$ cat config.mk
export PLATFORM = sky130hd
export DESIGN_NAME = seq_adder_ctrl_flat
export DESIGN_NICKNAME = d
export VERILOG_FILES = /design/src/rtl/seq_adder_pkg.sv /design/src/rtl/seq_adder_ctrl_if.sv /design/src/rtl/seq_adder_ctrl_chunk_adder.sv /design/src/rtl/seq_adder_ctrl.sv /design/src/flat_wrapper.sv
export SDC_FILE = /design/constraint.sdc
export NUM_CORES = 1
export LEC_CHECK = 0
export ABC_AREA = 1
export ABC_CLOCK_PERIOD_IN_PS = 35300
export CAP_MARGIN = 20
export CORE_ASPECT_RATIO = 1.2
export CORE_MARGIN = 2
export CORE_UTILIZATION = 50
export CTS_CLUSTER_SIZE = 10
export DETAILED_ROUTE_END_ITERATION = 8
export PLACE_DENSITY = 0.8
export RECOVER_POWER = 50
export SLEW_MARGIN = 10
export SYNTH_ARGS = -nofsm -noshare
export SYNTH_HDL_FRONTEND = slang
export SYNTH_SLANG_ARGS = --single-unit
$ cat constraint.sdc
create_clock -name clk -period 35.3 [get_ports clk]
set_input_delay 8.825 -clock clk [delete_from_list [all_inputs] [get_ports clk]]
set_output_delay 8.825 -clock clk [all_outputs]
set_load 0.005 [all_outputs]
$ cat src/rtl/seq_adder_pkg.sv
// Shared definitions for the chunked sequential adder: FSM state encoding
// and the default operand/chunk geometry.
package seq_adder_pkg;

  localparam int DEF_WIDTH = 100;
  localparam int DEF_CHUNK = 25;

  typedef enum logic [1:0] {
    IDLE = 2'd0,
    RUN  = 2'd1,
    DONE = 2'd2
  } state_e;

endpackage

$ cat src/rtl/seq_adder_ctrl_if.sv
// Operand/result handshake bundle for seq_adder_ctrl. The master supplies
// operands and consumes results; the slave is the adder itself.
interface seq_adder_ctrl_if #(
  parameter int WIDTH = seq_adder_pkg::DEF_WIDTH
);

  logic             in_valid;
  logic             in_ready;
  logic [WIDTH-1:0] a;
  logic [WIDTH-1:0] b;
  logic             cin;
  logic             out_valid;
  logic             out_ready;
  logic [WIDTH-1:0] sum;
  logic             cout;
  logic             busy;

  modport master (
    output in_valid, a, b, cin, out_ready,
    input  in_ready, out_valid, sum, cout, busy
  );

  modport slave (
    input  in_valid, a, b, cin, out_ready,
    output in_ready, out_valid, sum, cout, busy
  );

endinterface

$ cat src/rtl/seq_adder_ctrl_chunk_adder.sv
// CHUNK-bit ripple-carry adder, purely combinational. The controller reuses
// one instance for every chunk of the wide operands.
module chunk_adder #(
  parameter int CHUNK = seq_adder_pkg::DEF_CHUNK
) (
  input  logic [CHUNK-1:0] a_i,
  input  logic [CHUNK-1:0] b_i,
  input  logic             cin_i,
  output logic [CHUNK-1:0] sum_o,
  output logic             cout_o
);

  logic [CHUNK:0] carry;

  assign carry[0] = cin_i;

  // One full-adder cell per bit; carry ripples from LSB to MSB.
  for (genvar i = 0; i < CHUNK; i++) begin : g_bit
    assign sum_o[i]    = a_i[i] ^ b_i[i] ^ carry[i];
    assign carry[i+1]  = (a_i[i] & b_i[i]) | (carry[i] & (a_i[i] ^ b_i[i]));
  end

  assign cout_o = carry[CHUNK];

endmodule

$ cat src/rtl/seq_adder_ctrl.sv
// Sequential wide adder: captures a, b, cin on accept, then adds one CHUNK
// per cycle (LSB chunk first), carrying between chunks through carry_q.
// The result is held in DONE until the consumer takes it.
module seq_adder_ctrl
  import seq_adder_pkg::*;
#(
  parameter int WIDTH = DEF_WIDTH,
  parameter int CHUNK = DEF_CHUNK
) (
  input logic             clk,
  input logic             rst,
  seq_adder_ctrl_if.slave bus
);

  localparam int NCH   = WIDTH / CHUNK;
  localparam int IDX_W = (NCH > 1) ? $clog2(NCH) : 1;
  localparam logic [IDX_W-1:0] LAST_IDX = IDX_W'(NCH - 1);

  state_e           state_q, state_d;
  logic [IDX_W-1:0] idx_q,   idx_d;
  logic             carry_q, carry_d;
  logic [WIDTH-1:0] a_q,     a_d;
  logic [WIDTH-1:0] b_q,     b_d;
  logic [WIDTH-1:0] sum_q,   sum_d;
  logic             cout_q,  cout_d;

  logic [CHUNK-1:0] ch_sum;
  logic             ch_cout;

  chunk_adder #(.CHUNK(CHUNK)) u_chunk (
    .a_i    (a_q[idx_q*CHUNK +: CHUNK]),
    .b_i    (b_q[idx_q*CHUNK +: CHUNK]),
    .cin_i  (carry_q),
    .sum_o  (ch_sum),
    .cout_o (ch_cout)
  );

  // Next-state: accept in IDLE, one chunk per cycle in RUN, hold in DONE.
  always_comb begin
    // NOTE: every signal gets its hold value first, so no path infers a latch.
    state_d = state_q;
    idx_d   = idx_q;
    carry_d = carry_q;
    a_d     = a_q;
    b_d     = b_q;
    sum_d   = sum_q;
    cout_d  = cout_q;
    case (state_q)
      IDLE: begin
        if (bus.in_valid) begin
          a_d     = bus.a;
          b_d     = bus.b;
          carry_d = bus.cin;
          idx_d   = '0;
          state_d = RUN;
        end
      end
      RUN: begin
        sum_d[idx_q*CHUNK +: CHUNK] = ch_sum;
        carry_d                     = ch_cout;
        if (idx_q == LAST_IDX) begin
          cout_d  = ch_cout;
          idx_d   = '0;
          state_d = DONE;
        end else begin
          idx_d = idx_q + 1'b1;
        end
      end
      DONE: begin
        if (bus.out_ready) state_d = IDLE;
      end
      default: state_d = IDLE;
    endcase
  end

  // State registers with synchronous reset taking priority over everything.
  always_ff @(posedge clk) begin
    if (rst) begin
      // NOTE: operand and result registers are cleared as well, because
      // sum/cout must read 0 after reset, even when aborting mid-operation.
      state_q <= IDLE;
      idx_q   <= '0;
      carry_q <= 1'b0;
      a_q     <= '0;
      b_q     <= '0;
      sum_q   <= '0;
      cout_q  <= 1'b0;
    end else begin
      // NOTE: non-blocking so every register updates from pre-edge values.
      state_q <= state_d;
      idx_q   <= idx_d;
      carry_q <= carry_d;
      a_q     <= a_d;
      b_q     <= b_d;
      sum_q   <= sum_d;
      cout_q  <= cout_d;
    end
  end

  assign bus.in_ready  = (state_q == IDLE);
  assign bus.out_valid = (state_q == DONE);
  assign bus.busy      = (state_q == RUN);
  assign bus.sum       = sum_q;
  assign bus.cout      = cout_q;

endmodule

$ cat src/flat_wrapper.sv
// flat-port wrapper written by rule: the top's interface ports become plain ports
module seq_adder_ctrl_flat import seq_adder_pkg::*;
#(
  parameter int WIDTH = DEF_WIDTH,
  parameter int CHUNK = DEF_CHUNK
)
  (clk, rst, bus_in_valid, bus_a, bus_b, bus_cin, bus_out_ready, bus_in_ready, bus_out_valid, bus_sum, bus_cout, bus_busy);
  seq_adder_ctrl_if #(.WIDTH(WIDTH)) bus_i ();
  input logic clk;
  input logic rst;
  input wire logic [$bits(bus_i.in_valid)-1:0] bus_in_valid;
  input wire logic [$bits(bus_i.a)-1:0] bus_a;
  input wire logic [$bits(bus_i.b)-1:0] bus_b;
  input wire logic [$bits(bus_i.cin)-1:0] bus_cin;
  input wire logic [$bits(bus_i.out_ready)-1:0] bus_out_ready;
  output wire logic [$bits(bus_i.in_ready)-1:0] bus_in_ready;
  output wire logic [$bits(bus_i.out_valid)-1:0] bus_out_valid;
  output wire logic [$bits(bus_i.sum)-1:0] bus_sum;
  output wire logic [$bits(bus_i.cout)-1:0] bus_cout;
  output wire logic [$bits(bus_i.busy)-1:0] bus_busy;
  assign bus_i.in_valid = bus_in_valid;
  assign bus_i.a = bus_a;
  assign bus_i.b = bus_b;
  assign bus_i.cin = bus_cin;
  assign bus_i.out_ready = bus_out_ready;
  assign bus_in_ready = bus_i.in_ready;
  assign bus_out_valid = bus_i.out_valid;
  assign bus_sum = bus_i.sum;
  assign bus_cout = bus_i.cout;
  assign bus_busy = bus_i.busy;
  seq_adder_ctrl #(.WIDTH(WIDTH), .CHUNK(CHUNK)) u_core (.clk(clk), .rst(rst), .bus(bus_i));
endmodule
==> results.md <==
- Tmin final: between 15000 and 20000 ps
- Critical Path RT: between 30000 and 40000 ps
- Slowest CP cell: clkinvlp_2
- Failing checks: capacitance limit, slew limit
- H-tree Lvls: 2
- Simple-Gate Fraction of Synth Area: 0.2158
- Share of layout cells above drive strength 1: 0.03263
- Area grow syn2layout: 30.06%
- Fraction of the yosys area taken by sequential cells: 0.4619
- Worst-path maximum fanout: 146
- Initial Util: 0.5065
- Fin nets: 2315
- Fin Setup TNS: 0 ps
- Rows: 65
- Reg clk slew, reported paths: around 50 ps
- Design Power: 0.8431 mW
- Final std cells w/o fill: 2422
- Switching Power: 0.2252 mW
- Ys async rst share: 0
- Register area: a little over 6000 um2
- Hold_buf cts: 0
- Count of final max-slew check failures: roughly 310
- Clock power share: 0.379
- First-pass GRT wire length: around 62 mm
- Crit path launch type: primary input
- Hpwl dp: 28.63 mm
- Sw frac: 0.2672
- Die area: 27850 um2
- Gr ovfl total: 0
- Syn nets: 2093
- Synth Area in XOR/XNOR: 0
- Final Util: 0.6587
- Routed wire length: 39.76 mm
- Synth Register Bits: 306
- Clock Tree Root: clkbuf_16
- Dpl cells: 2375
- Final worst path period share: 0.4953
- Worst Skew: 16.94 ps
- CTS tree: yes
- PostCTS Resize Cnt: 0
- Post-synthesis cell area: 13260 um2
- Kind of critical path: in -> reg
- Post-synthesis adder-cell area fraction: 0.04340
- Ys Warns: 0
- CP endpoint kind: flip-flop
- Initial antenna violation count: 3
- P_int: between 0.6 and 0.7 mW
- Crit-path cells: buf_2, clkbuf_1, clkinvlp_2, clkbuf_1, o21ai_0, nor2_1
- Avg Synthesized Cell Area: just over 7 um2
- Synthesized instance count: 1857
- Post-CTS Setup Inserts: 0
- Comb pwr share: 0.167
- Avg WL per Cell: 16.42 um
- Pleak: 7.284 nW
- Max_cap viols: 3
- Max Freq: 0.05720 GHz
- GP Congestion: 0.9082
- Die Wd: between 150 and 200 um
- HP Class: reg -> reg
- RSZ-0062 raised after global routing: no
- # IOs: around 310
- PortBufs: 308
- Complex-gate fraction of the synthesized area: 0.2007
- Pwr dens: 48.88 nW/um2
- Global Route Usage Sum: 0.2750
- Hold Violations, Final: 0
- Clk_lat worst skew: 510 ps
- Bufs on Longest Clock Path: 3
- Crit path arrival time: 17860 ps
- Main combinational cell family by area after synthesis: simple AND/OR/NAND/NOR gates
- Router iterations before antenna repair: 6
- Area of the multi-input gates: 6103 um2
- CORE AREA: 26190 um2
- Largest net degree at the start of global routing: 147
- Via density: roughly 5.3
- Number of synthesized flops with an enable pin: 0
- Worst slew margin: -1.246
- Post-Layout Inst Area: 17250 um2
- VDD IR-drop max: 0.00002574 V
- Synth cell types: 23
- Sequential power share: 0.454
- Num CTS Buffers: 36
- Final ANT Viol Nets: 0
- Vias in the first global route: 12120
- FILL cells: 2266
- Clk sink count: 306
- Mux cell area share after synthesis: 0
- Placed cell area: 16270 um2
- Die Y-Extent: 182.4 um
- Critical Path Max Stage Delay: 4040 ps
- Via count: 12950
- Worst Tran Pin Value: 3370 ps
- Status: finished with violations
- Final setup violation count: 0
- DRT iter0 DRCs: 932
- Primary FF master, synth: dfxtp_1
- Most frequent CP cell: clkbuf_1
- DR DRC count: 0
==> power by group through the flow <==
stage	clock network, mW	registers (mW)	logic (mW)
3_3_place_gp	0	0.389	0.137
2_1_floorplan	0	0.386	0.0823
4_1_cts	0.322	0.382	0.141
3_5_place_dp	0	0.390	0.140
6_report	0.320	0.383	0.141
5_1_grt	0.337	0.385	0.156
==> cell families after synthesis <==
logic type               after synthesis
adder cells (fa/ha/maj)               31
buffers and inverters                250
flip-flops                           306
AND/OR/NAND/NOR                      741
AO/OA/AOI/OAI                        529
==> routing by layer <==
layer	vias to the layer above	routed length, um	global-route usage
li1	6394	-	-
met1	5889	16330	0.3491
met2	578	19010	0.4676
met3	90	2849	0.03942
met4	0	1576	0.1207
met5	-	0	0
==> cell type report <==
class | count | area share
tap | 335 | 0.02430
timing repair buffer | 322 | 0.1853
inverter | 112 | 0.02459
clock inverter | 2 | 0.001016
clock buffer | 41 | 0.05513
multi-input combinational | 1301 | 0.3538
sequential | 306 | 0.3554
antenna | 3 | 0.0004352
==> cell usage after synthesis, types with 2 or more instances <==
library cell	count	area, um2
nand2_1	182	683.2
buf_4	10	75.07
nand2_2	2	12.51
clkbuf_1	78	292.8
o21ai_0	352	1762
nor2_2	4	25.02
a21oi_1	150	750.7
ha_1	6	75.07
nor2_1	518	1944
nor2_4	2	22.52
o21ai_1	16	80.08
inv_1	106	397.9
clkbuf_2	10	50.05
dfxtp_1	306	6126
nand3_1	31	155.2
o22ai_1	11	68.82
clkinv_1	3	11.26
inv_2	3	11.26
buf_2	39	195.2
fa_1	25	500.5
==> worst paths after layout <==
check,depth (start not counted),from,end,slack [ps]
setup / recovery,6,rst,u_core.b_q[77],17820
hold reg to reg,2,u_core.a_q[15],u_core.a_q[15],450
setup reg to reg,36,u_core.idx_q[0],u_core.bus.sum[99],22980
hold / removal,2,u_core.a_q[15],u_core.a_q[15],450
==> stage by stage <==
step | setup slack, ps | hold WS (ps)
2_1_floorplan | 23860 | 423.9
3_3_place_gp | 23160 | 435.6
3_5_place_dp | 23040 | 440.7
4_1_cts | 23040 | 448.8
5_1_grt | 17010 | 463.6
6_report | 17820 | 447.7
==> sequential cells by signal (all words and copies together) (netlist names) <==
name,cells
u_core.a_q,100
u_core.b_q,100
u_core.bus.sum,100
u_core.idx_q,2
u_core.state_q,2
u_core.bus.cout,1
u_core.carry_q,1
==> worst max-delay path: cells and delay by family <==
family / cells / cell delay (ps)
simple gates: 1 / 70
compound gates: 1 / 820
buf+inv: 4 / 8010
==> cell usage in the layout, fill, tap and decap left out, types with 2 or more instances in the layout <==
cell type        instances
clkbuf_1                 5
clkdlybuf4s50_1        205
nand3_1                 31
fa_1                    25
inv_1                  106
o22ai_1                 11
nor2_1                 520
a21oi_1                150
o21ai_0                363
clkbuf_16               37
ha_1                     6
nor2_2                   3
dfxtp_1                304
dlygate4sd3_1          102
buf_4                   11
inv_6                    2
inv_2                    3
diode_2                  3
nand2_1                182
o21ai_1                  5
No activity file was read; power rests on OpenSTA's default activity.
